### src/rtl/mem_arb_pkg.sv
// Shared types and constants for the instruction/data RAM arbiter.
package mem_arb_pkg;

  // Arbiter FSM states: idle between accesses, instruction access, data access.
  typedef enum logic [1:0] {
    IDLE = 2'd0,
    IACC = 2'd1,
    DACC = 2'd2
  } arb_state_t;

  // Encoding of the grant output (current RAM owner).
  typedef enum logic [1:0] {
    GNT_NONE = 2'd0,
    GNT_I    = 2'd1,
    GNT_D    = 2'd2
  } grant_t;

  // Word returned to the owner when an access is forcibly completed.
  localparam logic [31:0] ARB_ERR_WORD = 32'hBAD1_BAD1;

endpackage

### src/rtl/arb_watchdog.sv
// Access watchdog: a down-counter loaded at grant time, cleared at the end of
// the access, flagging expiry when it reaches zero while armed.
// Only instantiated by mem_arbiter when MEM_ARB_TIMEOUT_EN is defined.
module arb_watchdog #(
  parameter int WIDTH = 8
) (
  input  logic             clk,
  input  logic             rst,
  input  logic             load,
  input  logic [WIDTH-1:0] load_value,
  input  logic             clear,
  output logic             expired
);

  logic [WIDTH-1:0] count_reg;
  logic             armed_reg;

  // Load on grant, count down during the access, disarm on clear.
  always_ff @(posedge clk or posedge rst) begin
    if (rst) begin
      count_reg <= '0;
      armed_reg <= 1'b0;
    end else if (clear) begin
      count_reg <= '0;
      armed_reg <= 1'b0;
    end else if (load) begin
      count_reg <= load_value;
      armed_reg <= 1'b1;
    end else if (armed_reg && (count_reg != '0)) begin
      count_reg <= count_reg - 1'b1;
    end
  end

  assign expired = armed_reg && (count_reg == '0);

endmodule

### src/rtl/mem_arbiter.sv
// Single-ported RAM arbiter between instruction fetch and data memory ports.
// Data has priority; a saturating burst counter guarantees fetch progress.
// Optional access watchdog enabled by defining MEM_ARB_TIMEOUT_EN.
module mem_arbiter
  import mem_arb_pkg::*;
#(
  parameter int DATA_BURST_MAX = 4,
  parameter int TIMEOUT_CYCLES = 64
) (
  input  logic        CLK,
  input  logic        RST,
  input  logic        iREN,
  input  logic [31:0] iaddr,
  output logic        iwait,
  output logic [31:0] iload,
  input  logic        dREN,
  input  logic        dWEN,
  input  logic [31:0] daddr,
  input  logic [31:0] dstore,
  output logic        dwait,
  output logic [31:0] dload,
  output logic        ram_ren,
  output logic        ram_wen,
  output logic [31:0] ram_addr,
  output logic [31:0] ram_store,
  input  logic [31:0] ram_load,
  input  logic        ram_ready,
  output logic [1:0]  grant,
  output logic        timeout_err
);

  localparam logic [3:0] BURST_MAX = 4'(DATA_BURST_MAX);

  arb_state_t  state_reg;
  grant_t      grant_reg;
  logic [3:0]  dcount_reg;
  logic        ram_ren_reg;
  logic        ram_wen_reg;
  logic [31:0] ram_addr_reg;
  logic [31:0] ram_store_reg;

  logic d_req;
  logic d_blocked;
  logic start_d;
  logic start_i;
  logic in_access;
  logic access_done;
  logic access_end;

  assign d_req     = dREN | dWEN;
  // Data loses only when fetch is waiting and the burst counter is saturated.
  assign d_blocked = iREN && (dcount_reg == BURST_MAX);
  assign start_d   = (state_reg == IDLE) && d_req && !d_blocked;
  assign start_i   = (state_reg == IDLE) && !start_d && iREN;
  assign in_access = (state_reg == IACC) || (state_reg == DACC);
  assign access_end = in_access && access_done;

`ifdef MEM_ARB_TIMEOUT_EN
  logic expired;
  logic force_done;
  logic timeout_err_reg;

  arb_watchdog #(
    .WIDTH(8)
  ) u_watchdog (
    .clk       (CLK),
    .rst       (RST),
    .load      (start_d | start_i),
    .load_value(8'(TIMEOUT_CYCLES - 1)),
    .clear     (access_end),
    .expired   (expired)
  );

  // A real ram_ready on the expiry cycle wins, so the genuine data is returned.
  assign force_done  = expired && !ram_ready;
  assign access_done = ram_ready | expired;

  // Sticky record that at least one access was forcibly completed.
  always_ff @(posedge CLK or posedge RST) begin
    if (RST) begin
      timeout_err_reg <= 1'b0;
    end else if (in_access && force_done) begin
      timeout_err_reg <= 1'b1;
    end
  end

  assign timeout_err = timeout_err_reg;
  assign iload       = force_done ? ARB_ERR_WORD : ram_load;
  assign dload       = force_done ? ARB_ERR_WORD : ram_load;
`else
  assign access_done = ram_ready;
  assign timeout_err = 1'b0;
  assign iload       = ram_load;
  assign dload       = ram_load;
`endif

  // Arbitration FSM: grant, latch address/data/type, hold strobes to completion.
  always_ff @(posedge CLK or posedge RST) begin
    if (RST) begin
      state_reg     <= IDLE;
      grant_reg     <= GNT_NONE;
      dcount_reg    <= 4'd0;
      ram_ren_reg   <= 1'b0;
      ram_wen_reg   <= 1'b0;
      ram_addr_reg  <= 32'd0;
      ram_store_reg <= 32'd0;
    end else begin
      case (state_reg)
        IDLE: begin
          if (start_d) begin
            state_reg     <= DACC;
            grant_reg     <= GNT_D;
            ram_addr_reg  <= daddr;
            ram_store_reg <= dstore;
            // Write wins when both read and write are requested.
            ram_wen_reg   <= dWEN;
            ram_ren_reg   <= !dWEN;
            if (!iREN) begin
              dcount_reg <= 4'd0;
            end else if (dcount_reg != BURST_MAX) begin
              dcount_reg <= dcount_reg + 4'd1;
            end
          end else if (start_i) begin
            state_reg    <= IACC;
            grant_reg    <= GNT_I;
            ram_addr_reg <= iaddr;
            ram_ren_reg  <= 1'b1;
            ram_wen_reg  <= 1'b0;
            dcount_reg   <= 4'd0;
          end
        end
        IACC, DACC: begin
          // Return to IDLE for one dead cycle so a held request is not re-granted.
          if (access_done) begin
            state_reg   <= IDLE;
            grant_reg   <= GNT_NONE;
            ram_ren_reg <= 1'b0;
            ram_wen_reg <= 1'b0;
          end
        end
        default: begin
          state_reg   <= IDLE;
          grant_reg   <= GNT_NONE;
          ram_ren_reg <= 1'b0;
          ram_wen_reg <= 1'b0;
        end
      endcase
    end
  end

  assign iwait     = iREN & ~((state_reg == IACC) & access_done);
  assign dwait     = d_req & ~((state_reg == DACC) & access_done);
  assign ram_ren   = ram_ren_reg;
  assign ram_wen   = ram_wen_reg;
  assign ram_addr  = ram_addr_reg;
  assign ram_store = ram_store_reg;
  assign grant     = grant_reg;

endmodule

### config.mk
export PLATFORM = sky130hd
export DESIGN_NAME = mem_arbiter
export DESIGN_NICKNAME = d
export VERILOG_FILES = /design/src/rtl/mem_arb_pkg.sv /design/src/rtl/arb_watchdog.sv /design/src/rtl/mem_arbiter.sv
export SDC_FILE = /design/constraint.sdc
export NUM_CORES = 1
export LEC_CHECK = 0
export CELL_PAD_IN_SITES_DETAIL_PLACEMENT = 0
export CELL_PAD_IN_SITES_GLOBAL_PLACEMENT = 1
export CORE_ASPECT_RATIO = 0.75
export CORE_MARGIN = 4
export CORE_UTILIZATION = 25
export DETAILED_ROUTE_END_ITERATION = 7
export DONT_BUFFER_PORTS = 1
export GPL_TIMING_DRIVEN = 1
export HOLD_SLACK_MARGIN = 0.1
export PLACE_DENSITY_LB_ADDON = 0.25
export SYNTH_ARGS = -nofsm -noshare
export SYNTH_HDL_FRONTEND = slang
export SYNTH_HIERARCHICAL = 1
export SYNTH_SLANG_ARGS = --single-unit
### constraint.sdc
create_clock -name CLK -period 3.96 [get_ports CLK]
set_clock_uncertainty 0.1 [all_clocks]
set_input_delay 1.188 -clock CLK [delete_from_list [all_inputs] [get_ports CLK]]
set_output_delay 1.188 -clock CLK [all_outputs]
set_load 0.03 [all_outputs]
After elaboration in Yosys (flattened, before gate mapping)
Cells that the tools add are included.

Word-level logic and storage cells: 53. Output and inout port bits: 135. Register bits after elaboration: 72.

$add $sub $neg: 1. Reductions and logical operators: 15. Bitwise operators: 7. Multiplexer cells: 17. Equality and inequality tests: 7.

Operator list (count): two-way mux 32 bit (2); two-way mux 4 bit (4); two-way mux 2 bit (3); AND reduction 2 bit (3); logical AND 1 bit (5); two-way mux 1 bit (5); adder 4 x 1 -> 4 bit (second input constant) (1); AND 1 bit (4); == test 4 x 3 -> 1 bit (second input constant) (1); inequality test 4 x 3 -> 1 bit (second input constant) (1); one-hot mux 1 bit (2 select lines) (2); one-hot mux 2 bit (2 select lines) (1); zero test 1 bit (3); inequality test 3 x 2 -> 1 bit (second input constant) (1); inequality test 3 bit (second input constant) (1); AND reduction 3 bit (1); == test 2 x 1 -> 1 bit (second input constant) (1); == test 2 bit (second input constant) (1); zero test 2 bit (1); inequality test 2 bit (second input constant) (1); inverter 1 bit (2); nonzero test 2 bit (1); OR reduction 2 bit (1); bitwise OR 1 bit (1).

Longest topological paths before layout
Depth after elaboration: 10. Mapped depth: 7. Depth with buffers taken out: 5.

Worst setup path after synthesis
Ideal clock, no wire load.

Path kind: input port to output port. Start: in iREN. End: out iwait. Required time: 2.672 ns. Stages: 2. Slack: 0.599 ns. Arrival time: 2.073 ns. Buffers on the path: 1. Path through: buf_2 -> a21boi_0.

Longest elaborated chain between the ends: 1.

Ends and longest elaborated chain: start: declaration (line mem_arbiter.sv:12) `input logic iREN,`; AND 1 bit (line mem_arbiter.sv:151) `assign iwait = iREN & ~((state_reg == IACC) & access_done);`; end: declaration (line mem_arbiter.sv:14) `output logic iwait,`.

No other way between the ends.

Final worst setup path
Start: in dWEN. End: out dwait.

Longest elaborated chain between the ends: 2.

Ends and longest elaborated chain: start: declaration (line mem_arbiter.sv:17) `input logic dWEN,`; bitwise OR 1 bit (line mem_arbiter.sv:50) `assign d_req = dREN | dWEN;`; AND 1 bit (line mem_arbiter.sv:152) `assign dwait = d_req & ~((state_reg == DACC) & access_done);`; end: declaration (line mem_arbiter.sv:20) `output logic dwait,`.

No other way between the ends.

==> metrics.cfg <==
[worst_setup_path]
slowest_stage = a21oi_1
crit_arrival_ps = 1820
cpPeakStageDelay_ps = 550
crit_chain = nor2_1 -> a21oi_1
crit_path_end_kind = output port
crit_buf_inv = 0
crit_family = compound AO/OA/AOI/OAI gates
critPathKind = input port to output port
cp-start-kind = input port
crit_fanout = 4
required_ps = 2670

[floorplan]
fp-row-count = 38
dieWidth_um = 150
chipHeight_um = 114
die-area_um2 = 17100
start_util_pct = 25.8
core-area_um2 = 14600
io_pins = 269

[timing]
fin_hold_ws_ps = 466
finalCriticalPeriod_ps = 3110
rsz0062_at_grt = false
setup_viol = 0
slew_violations = 0
fmax_ghz = 0.322
max_slew_margin_pct = 38.8
worst_pin_slew_ps = 918
tns_ps = 0
finalHoldViolations = 0
fin_crit_sh_pct = 78.4

[power_and_ir_drop]
finalPower_mw = 3.97
p_leak_nw = 1.52
power_density_nw_per_um2 = 1050
ir_drop_mv = 0.366

[clock_network]
clock-sinks = 72
worstSkewPairLatency_ps = 330
clkTransAtPathRegs_ps = 60
post_cts_resized = 0
ctsHoldBuffers = 0
clockBufferDepth = 2
numCtsBuffers = 9
cts_max_level = 3
root_buffer = clkbuf_16
cts_setup_buffers = 0
cts_tree = built

[synthesis]
synthCells = 289
yosys_warnings = 6
synth_nets = 428
synth_cell_types = 27
synth.ff_latch_count = 72
async_flop_share_pct = 100
syn_area_per_cell_um2 = 13.0
synth-edff-count = 0
synthFlopType = dfrtp_1
syn-cell-area_um2 = 3760
yosysSeqAreaShare_pct = 47.9

[detailed_routing]
postRouteAntennaNets = 0
drtPass1Iterations = 4
via_count = 1825
wl_per_cell_um = 18.1
drc = 0
via_per_inst = 4.22
first_iter_violations = 50
drt-total-wl_um = 7830

[layout]
final_net_count = 367
layout-drive-gt1-share_pct = 47.8
antennaDiodeCount = 0
n_fill_cell = 1532
design_area_um2 = 3770
area_growth_pct = 0.233

[global_route]
overflow = 0
grt_first_pass_wirelength_um = 11900
grt_pass1_vias = 2102
grt.busiest_layer = met2
grt_max_degree = 73
grt_use_met1_pct = 10.5
antenna_found_initial = 0
grt_use_total_pct = 9.28
grtUsageMet3_pct = 7.16
grt_util_met2_pct = 13.0

[placement]
place_hpwl_um = 5660
gp_congestion = 0.692
io_buffers = 0
dpl_cell_area_um2 = 3480

[run_status]
status = complete, no violations

[worst_hold_path]
hold_path_class = register to register

[job]
maxCapViolCount = 0

through the flow:
step           setup slack, ps  cells  util, %
4_1_cts                    837    432     25.8
3_5_place_dp               838    417     23.8
5_1_grt                    751    432     25.8
6_report                   854    432     25.8
3_3_place_gp               833    417     23.8
2_1_floorplan              599    289        -
cell type report:
cell class / instances / area (um2) / share of cell area [%]
clock buffers: 10 / 239 / 6.33
clock inverters: 5 / 57.6 / 1.53
inverters: 9 / 33.8 / 0.896
multi-input cells: 132 / 1360 / 36.1
flip-flops and latches: 72 / 1800 / 47.8
well taps: 200 / 250 / 6.63
repair buffers: 4 / 30.0 / 0.796
cells by family after synthesis:
| group | synth area share (%) |
|---|---|
| compound gates | 2.66 |
| xor+xnor | 0.233 |
| fa+ha+maj | 1.66 |
| buf+inv | 16.1 |
| flops | 47.9 |
| mux | 29.0 |
| other cells | 0.0996 |
| simple gates | 2.39 |
worst paths after layout:
path | from | end | slack [ps] | cells after the start
worst max-delay path | dWEN | dwait | 850 | 2
worst min-delay path | dcount_reg[1] | dcount_reg[1] | 470 | 1
worst max register to register | grant[0] | ram_addr[29] | 1320 | 5
worst min register to register | dcount_reg[1] | dcount_reg[1] | 470 | 1
max in group asynchronous | RST | dcount_reg[0] | 2250 | 2
min in group asynchronous | RST | ram_store[24] | 920 | 2
report_power, final:
| group | total [mW] | switching, mW | internal (mW) | leakage [nW] |
|---|---|---|---|---|
| Combinational | 1.07 | 0.433 | 0.635 | 0.531 |
| Clock | 0.804 | 0.304 | 0.499 | 0.137 |
| Sequential | 2.10 | 0.999 | 1.10 | 0.851 |
| Total | 3.97 | 1.74 | 2.23 | 1.52 |
synth_stat cells, drive strengths merged, types with 2 or more instances:
master  number  area, um2
a32o         3       30.0
a21oi        5       25.0
dfrtp       72       1800
mux2        97       1090
o21ai        3       15.0
nand2        3       11.3
nor2b        2       12.5
inv          9       33.8
buf         75        567
ha           5       62.6
nand2b       2       12.5
metal layers:
layer  vias up  share of wire [%]
li1        799                  -
met1       873                 39
met2       136                 44
met3        17                 15
met4         0                2.1
met5         -                  0
cells in the final DEF, fill, tap and decap left out, types with 3 or more instances in the layout:
cell	n
ha_1	5
mux2_1	9
dfrtp_1	72
clkinvlp_4	3
clkbuf_16	9
o21ai_0	3
mux2_2	88
buf_4	4
a32o_1	3
inv_1	8
a21oi_1	5
Note: power is estimated with default switching activity, not from simulation.
